$ cat src/rtl/pcs_pkg.sv
`default_nettype none
// ============================================================================
// Module      : pcs_pkg
// Description : Shared types, code-group constants and 8b/10b sub-block
//               encode helpers for the 1000BASE-X PCS receive path.
//               Contents: receive FSM state enum, 10-bit constants for the
//               ordered-set code groups, GMII RXD constants, 5b/6b and
//               3b/4b encode functions used by the decoder.
// Revision    : 1.0 - initial release
// ============================================================================
package pcs_pkg;

    typedef enum logic [2:0] {
        LINK_FAILED = 3'd0,
        WAIT_FOR_K  = 3'd1,
        RX_K        = 3'd2,
        IDLE_D      = 3'd3,
        RECEIVE     = 3'd4,
        TRI_RRI     = 3'd5
    } pcs_state_t;

    // Code groups, bit a at [9] ... bit j at [0]
    localparam logic [9:0] K28_5_NEG = 10'b0011111010;
    localparam logic [9:0] K28_5_POS = 10'b1100000101;
    localparam logic [9:0] D5_6      = 10'b1010010110;
    localparam logic [9:0] D16_2_NEG = 10'b0110110101;
    localparam logic [9:0] D16_2_POS = 10'b1001000101;
    localparam logic [9:0] K27_7_NEG = 10'b1101101000;
    localparam logic [9:0] K27_7_POS = 10'b0010010111;
    localparam logic [9:0] K29_7_NEG = 10'b1011101000;
    localparam logic [9:0] K29_7_POS = 10'b0100010111;
    localparam logic [9:0] K23_7_NEG = 10'b1110101000;
    localparam logic [9:0] K23_7_POS = 10'b0001010111;

    // Decoded octet values
    localparam logic [7:0] OCT_K28_5 = 8'hBC;
    localparam logic [7:0] OCT_K27_7 = 8'hFB;
    localparam logic [7:0] OCT_K29_7 = 8'hFD;
    localparam logic [7:0] OCT_K23_7 = 8'hF7;
    localparam logic [7:0] OCT_D5_6  = 8'hC5;
    localparam logic [7:0] OCT_D16_2 = 8'h50;

    localparam logic [7:0] PREAMBLE      = 8'h55;
    localparam logic [7:0] FALSE_CARRIER = 8'h0E;

    // 5b/6b data code (abcdei) in the RD- column
    function automatic logic [5:0] c6_neg(input logic [4:0] x);
        logic [5:0] c;
        case (x)
            5'd0:  c = 6'b100111;
            5'd1:  c = 6'b011101;
            5'd2:  c = 6'b101101;
            5'd3:  c = 6'b110001;
            5'd4:  c = 6'b110101;
            5'd5:  c = 6'b101001;
            5'd6:  c = 6'b011001;
            5'd7:  c = 6'b111000;
            5'd8:  c = 6'b111001;
            5'd9:  c = 6'b100101;
            5'd10: c = 6'b010101;
            5'd11: c = 6'b110100;
            5'd12: c = 6'b001101;
            5'd13: c = 6'b101100;
            5'd14: c = 6'b011100;
            5'd15: c = 6'b010111;
            5'd16: c = 6'b011011;
            5'd17: c = 6'b100011;
            5'd18: c = 6'b010011;
            5'd19: c = 6'b110010;
            5'd20: c = 6'b001011;
            5'd21: c = 6'b101010;
            5'd22: c = 6'b011010;
            5'd23: c = 6'b111010;
            5'd24: c = 6'b110011;
            5'd25: c = 6'b100110;
            5'd26: c = 6'b010110;
            5'd27: c = 6'b110110;
            5'd28: c = 6'b001110;
            5'd29: c = 6'b101110;
            5'd30: c = 6'b011110;
            default: c = 6'b101011;
        endcase
        return c;
    endfunction

    // True when the 6b sub-block is unbalanced and therefore flips RD
    function automatic logic disp6(input logic [4:0] x);
        return ($countones(c6_neg(x)) != 3);
    endfunction

    // 6b sub-block for data x under running disparity rd (1 = positive)
    function automatic logic [5:0] enc6(input logic [4:0] x, input logic rd);
        logic [5:0] c;
        c = c6_neg(x);
        if (x == 5'd7) begin
            // D.7 is balanced but still has two spellings
            c = rd ? 6'b000111 : 6'b111000;
        end else if (rd && disp6(x)) begin
            c = ~c;
        end
        return c;
    endfunction

    // 4b sub-block for data y following 6b sub-block x, with rd6 the RD
    // after the 6b sub-block. The alternate D.x.A7 spelling avoids a run of
    // five identical bits across the sub-block boundary.
    function automatic logic [3:0] enc4(input logic [2:0] y, input logic [4:0] x,
                                        input logic rd6);
        logic [3:0] c;
        logic       alt;
        alt = rd6 ? (x == 5'd11 || x == 5'd13 || x == 5'd14)
                  : (x == 5'd17 || x == 5'd18 || x == 5'd20);
        case (y)
            3'd0:    c = 4'b1011;
            3'd1:    c = 4'b1001;
            3'd2:    c = 4'b0101;
            3'd3:    c = 4'b1100;
            3'd4:    c = 4'b1101;
            3'd5:    c = 4'b1010;
            3'd6:    c = 4'b0110;
            default: c = alt ? 4'b0111 : 4'b1110;
        endcase
        if (rd6 && (y == 3'd0 || y == 3'd3 || y == 3'd4 || y == 3'd7)) begin
            c = ~c;
        end
        return c;
    endfunction

endpackage
`default_nettype wire

$ cat src/rtl/decoder_8b10b.sv
`default_nettype none
// ============================================================================
// Module      : decoder_8b10b
// Description : Combinational 8b/10b code-group decoder. Recognises every
//               data group Dx.y plus the control groups K28.5, K27.7, K29.7
//               and K23.7; all other patterns are reported invalid.
// Ports       : code    in  10-bit code group (bit a at [9])
//               rd      in  current running disparity (1 = positive)
//               octet   out decoded octet (0 when invalid)
//               is_k    out group is one of the supported control groups
//               valid   out group exists in either RD column
//               rd_ok   out group belongs to the column selected by rd
//               next_rd out RD after this group (flips on unbalanced group)
// Revision    : 1.0 - initial release
// ============================================================================
module decoder_8b10b
    import pcs_pkg::*;
(
    input  logic [9:0] code,
    input  logic       rd,
    output logic [7:0] octet,
    output logic       is_k,
    output logic       valid,
    output logic       rd_ok,
    output logic       next_rd
);

    // Per assumed incoming RD (index 0 = negative, 1 = positive)
    logic [1:0]      x_hit;
    logic [1:0][4:0] x_found;
    logic [1:0]      rd6;
    logic [1:0]      hit;
    logic [1:0][7:0] cand;

    logic            k_hit;
    logic            k_col;
    logic [7:0]      k_oct;

    // Data decode: search the 6b sub-block, then the 4b sub-block given the
    // RD implied by the 6b sub-block, separately for each assumed input RD.
    always_comb begin
        x_hit   = '0;
        x_found = '0;
        rd6     = '0;
        hit     = '0;
        cand    = '0;
        for (int r = 0; r < 2; r++) begin
            for (int x = 0; x < 32; x++) begin
                if (!x_hit[r] && enc6(5'(x), r[0]) == code[9:4]) begin
                    x_hit[r]   = 1'b1;
                    x_found[r] = 5'(x);
                end
            end
            rd6[r] = r[0] ^ disp6(x_found[r]);
            if (x_hit[r]) begin
                for (int y = 0; y < 8; y++) begin
                    if (!hit[r] && enc4(3'(y), x_found[r], rd6[r]) == code[3:0]) begin
                        hit[r]  = 1'b1;
                        cand[r] = {3'(y), x_found[r]};
                    end
                end
            end
        end
    end

    // Control groups; k_col marks a match in the column for the current RD
    always_comb begin
        k_hit = 1'b0;
        k_col = 1'b0;
        k_oct = '0;
        case (code)
            K28_5_NEG: begin k_hit = 1'b1; k_oct = OCT_K28_5; k_col = ~rd; end
            K28_5_POS: begin k_hit = 1'b1; k_oct = OCT_K28_5; k_col = rd;  end
            K27_7_NEG: begin k_hit = 1'b1; k_oct = OCT_K27_7; k_col = ~rd; end
            K27_7_POS: begin k_hit = 1'b1; k_oct = OCT_K27_7; k_col = rd;  end
            K29_7_NEG: begin k_hit = 1'b1; k_oct = OCT_K29_7; k_col = ~rd; end
            K29_7_POS: begin k_hit = 1'b1; k_oct = OCT_K29_7; k_col = rd;  end
            K23_7_NEG: begin k_hit = 1'b1; k_oct = OCT_K23_7; k_col = ~rd; end
            K23_7_POS: begin k_hit = 1'b1; k_oct = OCT_K23_7; k_col = rd;  end
            default: ;
        endcase
    end

    always_comb begin
        octet = '0;
        is_k  = 1'b0;
        valid = 1'b0;
        rd_ok = 1'b0;
        if (k_hit) begin
            octet = k_oct;
            is_k  = 1'b1;
            valid = 1'b1;
            rd_ok = k_col;
        end else if (hit[rd]) begin
            octet = cand[rd];
            valid = 1'b1;
            rd_ok = 1'b1;
        end else if (hit[~rd]) begin
            octet = cand[~rd];
            valid = 1'b1;
        end
    end

    // RD always follows the group actually received, valid or not
    assign next_rd = rd ^ ($countones(code) != 5);

endmodule
`default_nettype wire

$ cat src/rtl/pcs_receive.sv
`default_nettype none
// ============================================================================
// Module      : pcs_receive
// Description : 1000BASE-X PCS receive state machine. Decodes code groups
//               from the synchronizer, tracks idle / start / data / end
//               delimiters and drives registered GMII receive outputs.
//               Optional macro PCS_RX_DISPARITY_CHECK_EN: when defined, a
//               group received in the wrong RD column is treated as invalid.
// Ports       : clk         in  receive clock
//               reset       in  synchronous active-high reset
//               SUDI        in  {rx_even, code group a..j}
//               sync_status in  synchronizer lock indication
//               RXD         out decoded octet
//               RX_DV       out receive data valid
//               RX_ER       out receive error / false carrier
// Revision    : 1.0 - initial release
// ============================================================================
module pcs_receive
    import pcs_pkg::*;
(
    input  logic        clk,
    input  logic        reset,
    input  logic [10:0] SUDI,
    input  logic        sync_status,
    output logic [7:0]  RXD,
    output logic        RX_DV,
    output logic        RX_ER
);

    pcs_state_t state;
    logic       rd;

    logic [9:0] code;
    logic       rx_even;
    logic [7:0] dec_octet;
    logic       dec_is_k;
    logic       dec_valid;
    logic       dec_rd_ok;
    logic       dec_next_rd;

    logic       accept;
    logic       is_comma;
    logic       is_sdel;
    logic       is_tdel;
    logic       is_rdel;
    logic       is_idle_d;
    logic       is_data;

    assign code    = SUDI[9:0];
    assign rx_even = SUDI[10];

    decoder_8b10b u_decoder (
        .code    (code),
        .rd      (rd),
        .octet   (dec_octet),
        .is_k    (dec_is_k),
        .valid   (dec_valid),
        .rd_ok   (dec_rd_ok),
        .next_rd (dec_next_rd)
    );

`ifdef PCS_RX_DISPARITY_CHECK_EN
    assign accept = dec_valid & dec_rd_ok;
`else
    // Column membership is informational only in this build
    logic unused_rd_ok;
    assign unused_rd_ok = dec_rd_ok;
    assign accept       = dec_valid;
`endif

    assign is_comma  = accept &  dec_is_k & (dec_octet == OCT_K28_5);
    assign is_sdel   = accept &  dec_is_k & (dec_octet == OCT_K27_7);
    assign is_tdel   = accept &  dec_is_k & (dec_octet == OCT_K29_7);
    assign is_rdel   = accept &  dec_is_k & (dec_octet == OCT_K23_7);
    assign is_idle_d = accept & ~dec_is_k &
                       ((dec_octet == OCT_D5_6) | (dec_octet == OCT_D16_2));
    assign is_data   = accept & ~dec_is_k;

    always_ff @(posedge clk) begin
        if (reset) begin
            state <= LINK_FAILED;
            rd    <= 1'b0;
            RXD   <= '0;
            RX_DV <= 1'b0;
            RX_ER <= 1'b0;
        end else begin
            RXD   <= '0;
            RX_DV <= 1'b0;
            RX_ER <= 1'b0;
            if (!sync_status) begin
                // Losing sync mid-frame is flagged as an error for one cycle
                if (state == RECEIVE) begin
                    RX_ER <= 1'b1;
                end
                state <= LINK_FAILED;
                rd    <= 1'b0;
            end else begin
                rd <= dec_next_rd;
                case (state)
                    LINK_FAILED: begin
                        state <= WAIT_FOR_K;
                    end
                    WAIT_FOR_K: begin
                        if (is_comma && rx_even) begin
                            state <= RX_K;
                        end
                    end
                    RX_K: begin
                        state <= is_idle_d ? IDLE_D : WAIT_FOR_K;
                    end
                    IDLE_D: begin
                        if (is_comma) begin
                            state <= RX_K;
                        end else if (is_sdel) begin
                            state <= RECEIVE;
                            RXD   <= PREAMBLE;
                            RX_DV <= 1'b1;
                        end else begin
                            // Carrier seen without a valid start delimiter
                            state <= WAIT_FOR_K;
                            RXD   <= FALSE_CARRIER;
                            RX_ER <= 1'b1;
                        end
                    end
                    RECEIVE: begin
                        if (is_tdel) begin
                            state <= TRI_RRI;
                        end else if (is_comma) begin
                            // Frame cut short by an idle
                            state <= RX_K;
                            RX_DV <= 1'b1;
                            RX_ER <= 1'b1;
                        end else if (is_data) begin
                            RXD   <= dec_octet;
                            RX_DV <= 1'b1;
                        end else begin
                            RX_DV <= 1'b1;
                            RX_ER <= 1'b1;
                        end
                    end
                    TRI_RRI: begin
                        if (is_rdel) begin
                            state <= TRI_RRI;
                        end else if (is_comma && rx_even) begin
                            state <= RX_K;
                        end else begin
                            state <= WAIT_FOR_K;
                        end
                    end
                    default: begin
                        state <= LINK_FAILED;
                    end
                endcase
            end
        end
    end

endmodule
`default_nettype wire

$ cat config.mk
export PLATFORM = sky130hd
export DESIGN_NAME = pcs_receive
export DESIGN_NICKNAME = d
export VERILOG_FILES = /design/src/rtl/pcs_pkg.sv /design/src/rtl/decoder_8b10b.sv /design/src/rtl/pcs_receive.sv
export SDC_FILE = /design/constraint.sdc
export NUM_CORES = 1
export LEC_CHECK = 0
export ABC_CLOCK_PERIOD_IN_PS = 31700
export CORE_MARGIN = 5
export CORE_UTILIZATION = 30
export CTS_CLUSTER_DIAMETER = 150
export DETAILED_ROUTE_END_ITERATION = 10
export SYNTH_ARGS = -nofsm -noshare
export SYNTH_HDL_FRONTEND = slang
export SYNTH_HIERARCHICAL = 1
export SYNTH_SLANG_ARGS = --single-unit
$ cat constraint.sdc
create_clock -name clk -period 31.7 [get_ports clk]
set_clock_uncertainty 0.05 [all_clocks]
set_input_delay 9.51 -clock clk [delete_from_list [all_inputs] [get_ports clk]]
set_output_delay 9.51 -clock clk [all_outputs]
set_load 0.005 [all_outputs]
======== Word-level counts from Yosys, hierarchy flattened ========
Memories as Yosys holds them, arrays and structs flattened.
Index checks and enable logic that the tools add are counted.
operators by class
  reduce and logical (&&, ||, !) cells .... 169
  multiplexer cells ....................... 256
  shift operators ......................... 0
  $lt $le $gt $ge ......................... 2
  eq/ne operators ......................... 98
  bitwise gates (word level) .............. 20
  div/mod/pow operators ................... 0
  multiply operators ...................... 0
  add/sub/neg operators ................... 19
operators with widths
  cell                                             count
  2-to-1 mux 5 bit                                 62
  2-to-1 mux 8 bit                                 25
  == test 6 bit (first input constant)             23
  2-to-1 mux 4 bit                                 34
  2-to-1 mux 1 bit                                 119
  adder 32 bit                                     3
  == test 5 x 6 -> 1 bit (first input constant)    14
  logical AND 1 bit                                77
  logical NOT 1 bit                                76
  adder 32 x 2 -> 32 bit                           2
  == test 4 bit                                    16
  != test 32 x 3 -> 1 bit (second input constant)  2
  == test 10 bit (second input constant)           4
  == test 8 bit (second input constant)            5
  == test 4 x 6 -> 1 bit (first input constant)    6
  adder 2 x 32 -> 32 bit                           1
  adder 3 x 32 -> 32 bit                           1
  != test 32 x 4 -> 1 bit (second input constant)  1
  NOT 4 bit                                        8
  case mux 8 bit (4 select lines)                  1
  == test 5 x 4 -> 1 bit (second input constant)   6
  == test 5 bit (second input constant)            6
  adder 1 x 1 -> 2 bit                             11
  == test 10 x 8 -> 1 bit (second input constant)  2
  27 further kinds                                 59
storage, ports and cells
  bits in registers ....................... 14
  memories ................................ 2
  bits in read-only memories .............. 384
  word-level logic and storage cells ...... 571
  bits in latches ......................... 0
  bits in writable memories ............... 0
memory list
  name              words  bits a word  read ports  clocked after Yosys merged registers in  wr ports  RTL line       source
  (name not given)  32     6            1           0                                        0         pcs_pkg.sv:49  case (x)
  (name not given)  32     6            1           0                                        0         pcs_pkg.sv:49

======== Longest topological paths before layout ========
Gate-level depths: netlist (run 1).
An unclocked memory read counts as a cell.
  depth after elaboration ................. 144
  mapped depth ............................ 40
  mapped depth without buffers ............ 37

======== Cells and area by module ========
The synthesis (run 1) kept the hierarchy.
modules (own cells, without submodules)
  module         area an instance (um^2)  cells each  instances
  decoder_8b10b  4002.6                   608         1
  pcs_receive    758.2                    90          1

======== Worst setup path before layout (run 1) ========
Ideal clock, no wire load.
  kind .................................... input -> register
  from .................................... input port SUDI[6]
  to ...................................... register state[0]
  path slack .............................. 14.150 ns
  library setup time ...................... 0.120 ns
  path buffers ............................ 1
  arrival time ............................ 17.380 ns
  stages .................................. 36
  path through ............................ inv_1 > ha_1 > a221o_1 > a32o_2 > nor4_2 > nand4_1 > or3b_2 > o41ai_1 > or4_1 > clkbuf_1 > inv_1 > ha_1 > nand2_1 > o21ai_0 > a221oi_1 > a21oi_1 > fa_1 > inv_1 > fa_1 > inv_1 > ha_1 > inv_1 > fa_1 > or2_2 > nand3_1 > o21ai_0 > a21oi_1 > nand2_1 > a211oi_2 > nor3_2 > nand2b_1 > o311ai_1 > and4b_4 > o2111ai_2 > a21boi_1 > o22ai_1
on the way
  longest elaborated chain between the ends .. 144
  elaborated cells between the ends (all ways) .. 489
  classes of those cells .................. add/sub (10); eq/ne (82); mux (221); bitwise (7); reduce/logical (167); memory (2)
ends and longest elaborated chain
  what                                                            RTL line                                source
  from (decl)                                                     pcs_receive.sv:23                       input logic [10:0] SUDI,
  == test 5 x 6 -> 1 bit / == test 6 bit (equally long branches)  decoder_8b10b.sv:49                     if (!x_hit[r] && enc6(5'(x), r[0]) == code[9:4]) begin
  2-to-1 mux 1 bit                                                decoder_8b10b.sv:49
  logical NOT 1 bit                                               decoder_8b10b.sv:49
  logical AND 1 bit                                               decoder_8b10b.sv:49
  2-to-1 mux 1 bit                                                decoder_8b10b.sv:49
  logical NOT 1 bit                                               decoder_8b10b.sv:49
  logical AND 1 bit                                               decoder_8b10b.sv:49
  2-to-1 mux 1 bit                                                decoder_8b10b.sv:49
  (+129 left out)                                                 --
  2-to-1 mux 8 bit (*)                                            decoder_8b10b.sv:89                     if (k_hit) begin
  net dec_octet[0]                                                pcs_receive.sv:35                       logic [7:0] dec_octet;
  == test 8 bit                                                   pcs_receive.sv:71                       assign is_comma = accept & dec_is_k & (dec_octet == OCT_K28_5);
  bitwise AND 1 bit                                               pcs_receive.sv:71
  logical AND 1 bit                                               pcs_receive.sv:104, pcs_receive.sv:144
  2-to-1 mux 2 bit                                                pcs_receive.sv:144                      end else if (is_comma && rx_even) begin
  2-to-1 mux 3 bit                                                pcs_receive.sv:142                      if (is_rdel) begin
  case mux 3 bit (6 select lines)                                 pcs_receive.sv:99                       case (state)
  to (signal assigned)                                            pcs_receive.sv:109                      state <= is_idle_d ? IDLE_D : WAIT_FOR_K;
  to (decl)                                                       pcs_receive.sv:30                       pcs_state_t state;
The timed path passes the listed nets; every way through them passes the cells marked *. The select of a mux whose other input is x is not followed.
A chain may end at the register's enable or synchronous reset.

======== Final worst setup path (run 1) ========
Same ends and word-level chain as after synthesis.

==> results of run 1 <==
-- sequential cells by signal, indices dropped and copies added, names as in the netlist --
name and count:
RXD 8, state 3, RX_DV 1, RX_ER 1, rd 1
-- final cells by class --
cell class / instances / area share
repair buffers: 31 / 0.0559
flip-flops and latches: 14 / 0.0540
multi-input cells: 585 / 0.786
clock buffers: 4 / 0.0171
inverters: 50 / 0.0362
well taps: 211 / 0.0509
-- per-stage QoR --
| stage | hold slack [ns] | setup slack, ns | util |
|---|---|---|---|
| 6_report | 0.671 | 12.13 | 0.339 |
| 5_1_grt | 0.680 | 11.60 | 0.339 |
| 4_1_cts | 0.654 | 12.40 | 0.339 |
| 3_5_place_dp | 0.646 | 12.17 | 0.333 |
| 3_3_place_gp | 0.651 | 12.34 | 0.333 |
| 2_1_floorplan | 0.472 | 14.15 | - |
-- where the power goes --
part	switching (mW)	leakage [nW]	total, mW	internal, mW
logic	0.0758	1.85	0.119	0.0434
registers	0.000574	0.113	0.0186	0.0180
clock network	0.00716	0.0442	0.0263	0.0191
-- layout by cell type (no fill, tap or decap), types with 5 or more instances in the layout --
cell / n
a21oi_1: 36
inv_1: 49
ha_1: 40
a221oi_1: 7
o22ai_1: 15
a211oi_1: 9
nand4_1: 10
a21boi_0: 5
nor2b_1: 6
nand2b_1: 11
nand2_1: 73
or4_1: 5
and2_1: 17
nor3_1: 20
a31oi_1: 12
fa_1: 11
or3_1: 6
a22oi_1: 10
and3_1: 12
a22o_1: 11
o211ai_1: 21
o21ai_0: 34
nand3b_1: 5
nor2_1: 38
buf_4: 8
clkdlybuf4s50_1: 23
dfxtp_1: 14
nand3_1: 47
o21a_1: 6
-- worst min path at each step --
stage                                      from  cells past startpoint                to  slack, ns
after floorplan           state[1]$_SDFFE_PP0P_                      3  RX_DV$_SDFF_PP0_       0.47
after global placement            rd$_SDFF_PP0_                      3     rd$_SDFF_PP0_       0.65
after detailed placement          rd$_SDFF_PP0_                      3     rd$_SDFF_PP0_       0.65
after CTS                         rd$_SDFF_PP0_                      3     rd$_SDFF_PP0_       0.65
after global routing              rd$_SDFF_PP0_                      3     rd$_SDFF_PP0_       0.68
final                             rd$_SDFF_PP0_                      3     rd$_SDFF_PP0_       0.67
-- routing by layer --
| metal | part of all wire | wire (um) | up-vias | track usage |
|---|---|---|---|---|
| met2 | 0.44 | 7000 | 350 | 0.261 |
| met3 | 0.092 | 1470 | 51 | 0.0134 |
| met4 | 0.032 | 516 | 0 | 0.0448 |
| li1 | - | - | 2643 | - |
| met1 | 0.44 | 6940 | 2704 | 0.237 |
| met5 | 0 | 0 | - | 0 |
-- worst max-delay path, delay by kind of cell --
family          cells  cell delay, ns
simple gates       11            3.52
buf+inv             6            0.91
compound gates     13            3.26
fa+ha+maj           6            2.46
==> results.txt, run 1 <==
- The design draws 164 uW.
* GR Util All Layers: 0.164
- For the pin with the worst max-slew slack, the measured transition is 0.971 ns.
- Vertical die dimension: 135 um
* Width of the chip: 135 um
* Growth of design area from synthesis to finish: 10.1%
- Summed over all cells, the static leakage comes to 2.01 nW.
- The critical path starts at SUDI[6].
- The number of antenna diodes in the final layout is 0.
- On the critical path, the stage with the largest delay is an instance of nor4_2.
* Fill cell instance count of the final layout: 1721
- CTS built an H-tree with a depth of 1.
* MaxCap Viol Count: 0
- First-pass iteration count of the detailed router: 7
- Setup repair after global routing left no endpoint under its margin.
* Post-CTS setup buffer count: 0
- Total area of multi-input combinational cells: 0.00408 mm2
- In this design, the stage delay of the slowest critical-path cell is 0.77 ns.
- Clock buffers created by TritonCTS: 3
- The first global-routing pass estimated 25500 um of wire.
- The clock drives 14 sinks.
- Clock-pin transition on the worst setup and hold timing paths: 0.05 ns
* Clk_lat worst skew: 0.24 ns
* Reg2Reg Depth: 7
* Worst IR drop on VDD: 0.0000133 V
- Initial standard-cell utilization of the core: 0.308
* Post-detailed-route wirelength per cell: 17.8 um
- Largest net degree at the start of global routing: 44
- Achievable frequency: 51.1 MHz
- The worst hold path belongs to the class reg2reg.
- Arrival @ worst endpoint: 19.64 ns
* Nets: 750
* Total Wirelength: 15900 um
- The number of hold buffers added after CTS was 0.
* Number of cells upsized or downsized after cts: 0
- Antenna violations before repair: 0
- Most common cell type on the critical path: inv_1
* Highest net fanout along the worst path: 25
- The worst setup path is of the in2reg kind.
- Die area: 0.0183 mm2
* Post-route ant nets: 0
* IO Count: 24
- Count of routing violations after the opening detailed-route iteration: 940
* Cells after DPL: 891
* Reg-to-Reg Start: rd$_SDFF_PP0_
- Ratio of routed vias to standard cells: 6.42
* Total via count in the routed design: 5748
* Kind of end point of the critical path: flop
- Pwr per Cell Area: 31.6 mW/mm2
- In this run the clock root is driven by a clkbuf_16.
- In this run the deepest clock path goes through 2 buffers.
- Result of the run: completed
- In this run the mean area of a mapped cell was 6.84 um2.
- Net count of the mapped netlist: 754
- Port buffering added 23 buffers.
- Post-route cell area: 0.00519 mm2
- The via count of the first global-routing pass is 4966.
- Max-Slew Margin vs Limit: 0.352
- Register area: 280 um2
* Final non-filler cell total: 895
* Cell Rows: 45
- After detailed routing, the number of remaining DRC violations is 0.
- Synthesized netlist cell count: 689
- TritonCTS built the clock tree.
* Standard cell core area: 0.0153 mm2
- Data on the critical path is required at its endpoint by 31.78 ns.
- The max-slew violation total from the final report was 0.
* Total Negative Setup Slacks: 0 ns
- Following the worst setup path forward leads to its endpoint at state[0]$_SDFFE_PP0P_.
- Yosys Warn Count: 6
- Register-to-register setup slack: 29.32 ns
- The worst setup path is launched from a primary input.
- Half-perimeter wire length of the detailed placement result: 11900 um
- In the final layout, the share of cells above drive strength 1 is 0.0497.
* Placed cell area: 0.00510 mm2
- Cell area after synthesis: 0.00471 mm2
- After layout, the minimum clock period comes to 19.57 ns.
* Remaining Overflow, GRT: 0
* RePlAce Congestion: 0.974
* Final period util: 0.617
* Endpoint of the most critical register-to-register path: RX_ER$_SDFF_PP0_
* Final setup fails: 0
* Number of hold violations in the final report: 0
No activity file was read; power rests on OpenSTA's default activity.
==> inputs of run 2 (changes only) <==
--- a/config.mk
+++ b/config.mk
@@ -5,7 +5,7 @@
 export SDC_FILE = /design/constraint.sdc
 export NUM_CORES = 1
 export LEC_CHECK = 0
-export ABC_CLOCK_PERIOD_IN_PS = 31700
+export ABC_CLOCK_PERIOD_IN_PS = 16280
 export CORE_MARGIN = 5
 export CORE_UTILIZATION = 30
 export CTS_CLUSTER_DIAMETER = 150
==> constraint.sdc (replaced) <==
create_clock -name clk -period 16.28 [get_ports clk]
set_clock_uncertainty 0.05 [all_clocks]
set_input_delay 4.884 -clock clk [delete_from_list [all_inputs] [get_ports clk]]
set_output_delay 4.884 -clock clk [all_outputs]
set_load 0.005 [all_outputs]
==> run 2 against run 1 <==
Global-route usage grew 0.53 points. Flip-flop and latch count is the same. Final cell count grew 0.11%. Clock-buffer cell count is the same. Power grew 93%. Clock power grew 92%. Cell area grew 0.14%. Largest cell class unchanged. Routed wire length shrank 0.52%. Worst hold slack lost 0.024 ns. Combinational power grew 93%. Sequential power grew 95%. Register-to-register slack lost 15 ns.
==> results.txt, run 2 (synthesis gave the netlist of run 1 again) <==
* Result of the run: completed
* Static leakage: 2.02 nW (+0.26%)
* IO Port Bufs: 23 (unchanged)
- # hold bufs at CTS: 0 (unchanged)
- Category of the most critical setup path: in2reg
- HP Class: reg2reg
- Cell depth of the worst min-delay path: 3 (unchanged)
- The depth of the worst register-to-register path was 8 (+1).
* Post-detailed-route wirelength per cell: 17.7 um (-0.63%)
* Count of antenna diodes in the layout: 0 (unchanged)
- The number of top-level pins came to 24 (unchanged).
- Clock-pin transition on the worst setup and hold timing paths: 0.04 ns (about the same)
- The data arrival at the endpoint of the critical path was 14.76 ns (-4.88 ns).
- Final period util: 0.900
- Endpoint of the most critical register-to-register path: state[0]$_SDFFE_PP0P_
* Most common cell type on the critical path: inv_1
- Count of routing violations after the opening detailed-route iteration: 878 (-6.6%)
* Biggest register: RXD
- The clock network latency to the later pin of the worst-skew pair was 0.24 ns (about the same).
- The hold violation total from the final report came to 0 (unchanged).
- Sum of met2 wire segment lengths after detailed routing: 7270 um (+3.8%)
* Number of pins with negative max-slew slack in the final report: 0 (unchanged)
- Die area: 0.0183 mm2 (unchanged)
* Slew at the pin with the worst max-slew slack: 0.892 ns (-0.0793 ns)
* Achievable frequency: 68.3 MHz
- The required arrival time at the worst endpoint came to 16.40 ns (-15.38 ns).
- Met3 wire len: 1290 um (-12%)
* Total Negative Setup Slacks: 0 ns (unchanged)
- The floorplan die width was 135 um (unchanged).
* Reg-to-Reg Start: rd$_SDFF_PP0_
- The total global routing track utilization came to 0.169 (+0.00526).
- The flip-flop count of the largest register, all copies and words added came to 8 (unchanged).
* Post-CTS setup buffer count: 0 (unchanged)
- Max-Slew Margin vs Limit: 0.396 (+0.0434)
* Nets: 751 (+0.13%)
- Standard cell core area: 0.0153 mm2 (unchanged)
- RePlAce Congestion: 0.985 (+1.2%)
- The post-route cell area came to 0.00520 mm2 (+0.14%).
- Post-layout minimum cycle time: 14.64 ns
- Critical path's slowest cell: o311ai_1
* Most common cell after layout, fill and taps aside: nand2_1
- The critical path depth came to 36 (unchanged).
- Highest net fanout along the worst path: 25 (unchanged)
- H-tree levels: 1 (unchanged)
- Worst IR drop on VDD: 0.0000265 V (+99%)
- Ratio of routed vias to standard cells: 6.21 (-3.2%)
* CP Buf/Inv Count: 6 (unchanged)
* Final setup fails: 0 (unchanged)
- Setup repair after global routing left no endpoint under its margin.
- The number of vias in the routed layout was 5568 (-3.1%).
- The remaining antenna violation count after routing was 0 (unchanged).
- Cell Rows: 45 (unchanged)
* Pwr per Cell Area: 60.9 mW/mm2 (+93%)
* Register-to-register setup slack: 13.87 ns (-15.45 ns)
- In this run the clock root is driven by a clkbuf_16.
* Number of cells upsized or downsized after cts: 0 (unchanged)
- The largest net degree at the start of global routing is 32 (-27%).
- Relative to the synthesized area, the layout overhead comes to 10.2%.
* Commonest non-fill, non-tap cells in the layout: 73 x nand2_1, 49 x inv_1, 47 x nand3_1
- Kind of end point of the critical path: flop
- The met1 wire length came to 6910 um (-0.48%).
- Clock buffers created by TritonCTS: 3 (unchanged)
* Placed cell area: 0.00511 mm2 (+0.15%)
- Setup crit start kind: primary input
- The count of maximum capacitance violations is 0 (unchanged).
* Terminating pin of the worst hold path: rd$_SDFF_PP0_
* Antenna violations before repair: 0 (unchanged)
- Largest registers: RXD x8, state x3
* Sink Count: 14 (unchanged)
- First-pass iteration count of the detailed router: 5 (-2)
- The proportion of layout cells with a drive suffix above 1 came to 0.0511 (+0.00139).
- Initial standard-cell utilization of the core: 0.308 (unchanged)
- The via count of the first global-routing pass is 5186 (+4.4%).
* Number of DRC violations after detailed routing: 0 (unchanged)
* TritonCTS clock tree: done
* DR top layer: met4
* Min-delay src: rd$_SDFF_PP0_
* Family of cells with the greatest summed delay on the critical path: simple AND/OR/NAND/NOR gates
- Remaining Overflow, GRT: 0 (unchanged)
- Maximum root-to-sink buffer count: 2 (unchanged)
* Half-perimeter wire length of the detailed placement result: 12000 um (+1.0%)
- The delay of the slowest cell on the worst path is 0.76 ns (about the same).
- The floorplan die height is 135 um (unchanged).
* Wire length of the first global-routing pass: 26200 um (+3.0%)
- Total Wirelength: 15800 um (-0.52%)
run 2: cell count changes in the layout (fill, tap and decap cells not counted), sizes merged:
cell and change:
buf +1
run 2: metrics by stage:
step	setup WS [ns]	util	hold slack, ns	instances	power [mW]
6_report	1.64	0.339	0.647	896	0.317
5_1_grt	0.987	0.339	0.669	896	0.351
4_1_cts	1.76	0.339	0.640	896	0.316
3_5_place_dp	1.58	0.334	0.626	892	0.263
3_3_place_gp	1.87	0.334	0.645	892	0.263
2_1_floorplan	3.36	-	0.472	689	0.212
run 2: where the power goes:
part	total, mW	leakage, nW	switching, mW	internal, mW
clock network	0.0505	0.0442	0.0133	0.0371
logic	0.230	1.86	0.146	0.0845
registers	0.0362	0.113	0.00113	0.0350
run 2: how the worst max path moves through the flow:
stage                     slack, ns                     to     from
after floorplan                3.36  state[0]$_SDFFE_PP0P_  SUDI[6]
after global placement         1.87  state[0]$_SDFFE_PP0P_  SUDI[6]
after detailed placement       1.58  state[0]$_SDFFE_PP0P_  SUDI[6]
after CTS                      1.76  state[0]$_SDFFE_PP0P_  SUDI[6]
after global routing           0.99  state[0]$_SDFFE_PP0P_  SUDI[6]
final                          1.64  state[0]$_SDFFE_PP0P_  SUDI[6]
run 2: area by class of cell:
| class | count | area (um2) |
|---|---|---|
| fill | 1668 | 10100 |
| multi-input combinational | 585 | 4080 |
| timing repair buffer | 32 | 298 |
| sequential | 14 | 280 |
| tap | 211 | 264 |
| inverter | 50 | 188 |
| clock buffer | 4 | 88.8 |
run 2: per-layer routing:
layer,vias up,global-route usage
met1,2556,0.235
li1,2641,-
met2,325,0.283
met3,46,0.0108
met5,-,0
met4,0,0.0465
run 2: worst min-delay path: stages (launching register included):
cell and delay [ns]:
dfxtp_1 0.32, inv_1 0.11, xnor2_1 0.09, and2_1 0.13
==> inputs of run 3 (changes only) <==
--- a/config.mk
+++ b/config.mk
@@ -5,10 +5,12 @@
 export SDC_FILE = /design/constraint.sdc
 export NUM_CORES = 1
 export LEC_CHECK = 0
+export ABC_AREA = 1
 export ABC_CLOCK_PERIOD_IN_PS = 16280
 export CORE_MARGIN = 5
 export CORE_UTILIZATION = 30
 export CTS_CLUSTER_DIAMETER = 150
+export CTS_CLUSTER_SIZE = 30
 export DETAILED_ROUTE_END_ITERATION = 10
 export SYNTH_ARGS = -nofsm -noshare
 export SYNTH_HDL_FRONTEND = slang
==> run 3 against run 2 <==
Synthesized cell count up 14%. Setup slack worse by 0.014 ns. Clock power about the same. First-iteration DRC count down 38%. Via count down 8.3%. Sequential power up 3%. Routed wire length down 21%. Critical path depth up 26. Maximum frequency about the same. Synthesized area down 1.8%. Non-clock buffer count down 8. Critical path type unchanged. Highest routed layer unchanged.
==> results.txt, run 3 <==
- The flow ran to the end, and the final reports show no timing, DRC or antenna violations.
- Terminating pin of the worst hold path: state[0]$_SDFFE_PP0P_
- STA classifies the critical path startpoint as a primary input.
- Final period util: 0.900 (about the same)
- Clk_lat worst skew: 0.24 ns (about the same)
- Cell Rows: 45 (unchanged)
- Count of antenna diodes in the layout: 0 (unchanged)
- The layout net count came to 874 (+16%).
* Cell depth of the worst min-delay path: 5 (+2)
- The floorplan core area came to 0.0151 mm2 (-1.1%).
* Worst IR drop on VDD: 0.0000528 V (+99%)
- The delay of the slowest cell on the worst path was 0.55 ns (-0.21 ns).
- The maximum fanout count along the critical path came to 9 (-64%).
- IO Port Bufs: 23 (unchanged)
- Biggest register: RXD
- The reg2reg setup slack came to 13.36 ns (-0.51 ns).
* Net count of the mapped netlist: 850 (+13%)
* Reg2Reg Depth: 15 (+7)
- Most common cell type on the critical path: nand2_1
- The setup slack after placement was 1.52 ns (-0.0617 ns).
* HP Class: reg2reg
- Clock-pin transition on the worst setup and hold timing paths: 0.05 ns (about the same)
* Reg-to-Reg Start: rd$_SDFF_PP0_
* Max-Slew Margin vs Limit: 0.378 (-0.0184)
* Clock buffers created by TritonCTS: 3 (unchanged)
- The total of warnings raised by yosys came to 6 (unchanged).
- The post-placement cell count was 992 (+11%).
- Slew at the pin with the worst max-slew slack: 0.924 ns (+0.0315 ns)
- Number of pins with negative max-slew slack in the final report: 0 (unchanged)
- Remaining Overflow, GRT: 0 (unchanged)
- Growth of design area from synthesis to finish: 11.6%
- The power density over cell area came to 89.0 mW/mm2 (+46%).
- In the layout the commonest cells are 165 x nand2_1, 128 x inv_1, 115 x nor2_1.
- The wire length of the first global-routing pass came to 21500 um (-18%).
* Category of the most critical setup path: in2reg
- The slowest stage of the critical path belongs to the cell fa_1.
- Cell area after synthesis: 0.00463 mm2 (-1.8%)
* Synthesized netlist cell count: 785 (+14%)
* Per-instance average area after synthesis: 5.90 um2 (-14%)
* Arrival @ worst endpoint: 14.74 ns (-0.02 ns)
- Ratio of routed vias to standard cells: 5.12 (-18%)
- The minimum clock period is 14.66 ns (+0.0145 ns).
- The count of H-tree levels built during CTS is 1 (unchanged).
- The proportion of layout cells with a drive suffix above 1 is 0.110 (+0.0591).
* Antenna violations before repair: 0 (unchanged)
- The final total negative setup slack came to 0 ns (unchanged).
- The flip-flop count of the largest register, all copies and words added was 8 (unchanged).
- The reported leakage power was 2.44 nW (+21%).
* Setup ws final: 1.62 ns (-0.0145 ns)
- The global placement routability congestion came to 0.874 (-11%).
- The via count of the first global-routing pass came to 4636 (-11%).
* Post-route ant nets: 0 (unchanged)
- The post-cts gate resize count is 0 (unchanged).
- The count of maximum capacitance violations was 0 (unchanged).
- TritonCTS clock tree: done
- Total power: 460 uW (+45%)
* First-pass iteration count of the detailed router: 5 (unchanged)
* # hold bufs at CTS: 0 (unchanged)
* Post-CTS setup buffer count: 0 (unchanged)
- Largest registers: RXD x8, state x3
- The layout filler cell count came to 1621 (-2.8%).
* Post-detailed-route wirelength per cell: 12.6 um (-29%)
- The floorplan die width is 134 um (-0.82%).
- The number of design rule violations left after detail routing came to 0 (unchanged).
- The floorplan die height was 134 um (-0.82%).
- The tree is rooted in a clkbuf_16.
- Endpoint of the most critical register-to-register path: state[0]$_SDFFE_PP0P_
- The number of top-level pins was 24 (unchanged).
- Unrepaired setup endpoints after global routing: false
- The HPWL after detailed placement came to 10400 um (-13%).
- Min-delay src: state[2]$_SDFFE_PP0P_
- The final design utilization came to 0.341 (+0.00180).
- STA classifies the critical path endpoint as a flop.
- The first-iteration detailed-routing DRC count was 543 (-38%).
- The TritonCTS sink count came to 14 (unchanged).
- Total via count in the routed design: 5104 (-8.3%)
* Achievable frequency: 68.2 MHz (about the same)
- The largest net degree at the start of global routing is 19 (-41%).
- The number of buffers on the longest clock path was 2 (unchanged).
- Most common cell after layout, fill and taps aside: nand2_1
- Initial standard-cell utilization of the core: 0.306 (-0.00202)
* GR Util All Layers: 0.137 (-0.0321)
* Die area: 0.0180 mm2 (-1.6%)
- Final setup fails: 0 (unchanged)
- The required arrival time at the worst endpoint was 16.36 ns (-0.04 ns).
* Total Wirelength: 12500 um (-21%)
* Final non-filler cell total: 996 (+11%)
- Number of hold violations in the final report: 0 (unchanged)
## run 3: per-layer routing
metal	part of all wire	GRT usage
met4	0.0087	0.0198
met3	0.050	0.00825
met2	0.44	0.227
met5	0	0
met1	0.50	0.201
## run 3: how the worst max path moves through the flow
| stage | startpoint | endpoint | cells after the start |
|---|---|---|---|
| global route | SUDI[4] | state[1]$_SDFFE_PP0P_ | 62 |
| finish | SUDI[4] | state[1]$_SDFFE_PP0P_ | 62 |
| floorplan | SUDI[4] | state[1]$_SDFFE_PP0P_ | 61 |
| CTS | SUDI[4] | state[1]$_SDFFE_PP0P_ | 62 |
| detailed placement | SUDI[4] | state[1]$_SDFFE_PP0P_ | 62 |
| global placement | SUDI[4] | state[1]$_SDFFE_PP0P_ | 62 |
## run 3: final cells by class
type | instances | area, um2 | share of cell area
multi-input combinational | 622 | 3770 | 0.729
inverter | 144 | 557 | 0.108
sequential | 14 | 280 | 0.0542
timing repair buffer | 24 | 238 | 0.0460
tap | 188 | 235 | 0.0455
clock buffer | 4 | 88.8 | 0.0172
## run 3: where the power goes
part,internal (mW),switching (mW),leakage (nW)
clock,0.0371,0.0133,0.0442
sequential,0.0351,0.00222,0.113
combinational,0.124,0.248,2.29
total,0.197,0.264,2.44
## run 3: per-stage QoR
step	hold slack, ns	area [um2]
2_1_floorplan	0.562	4630
6_report	0.647	5170
4_1_cts	0.648	5170
3_3_place_gp	0.645	5080
5_1_grt	0.707	5170
3_5_place_dp	0.632	5080
## run 3: critical path, delay by kind of cell
family	cells	cell delay (ns)
compound gates	3	0.47
xor+xnor	1	0.28
fa+ha+maj	6	2.22
buf+inv	8	1.03
simple gates	44	5.78
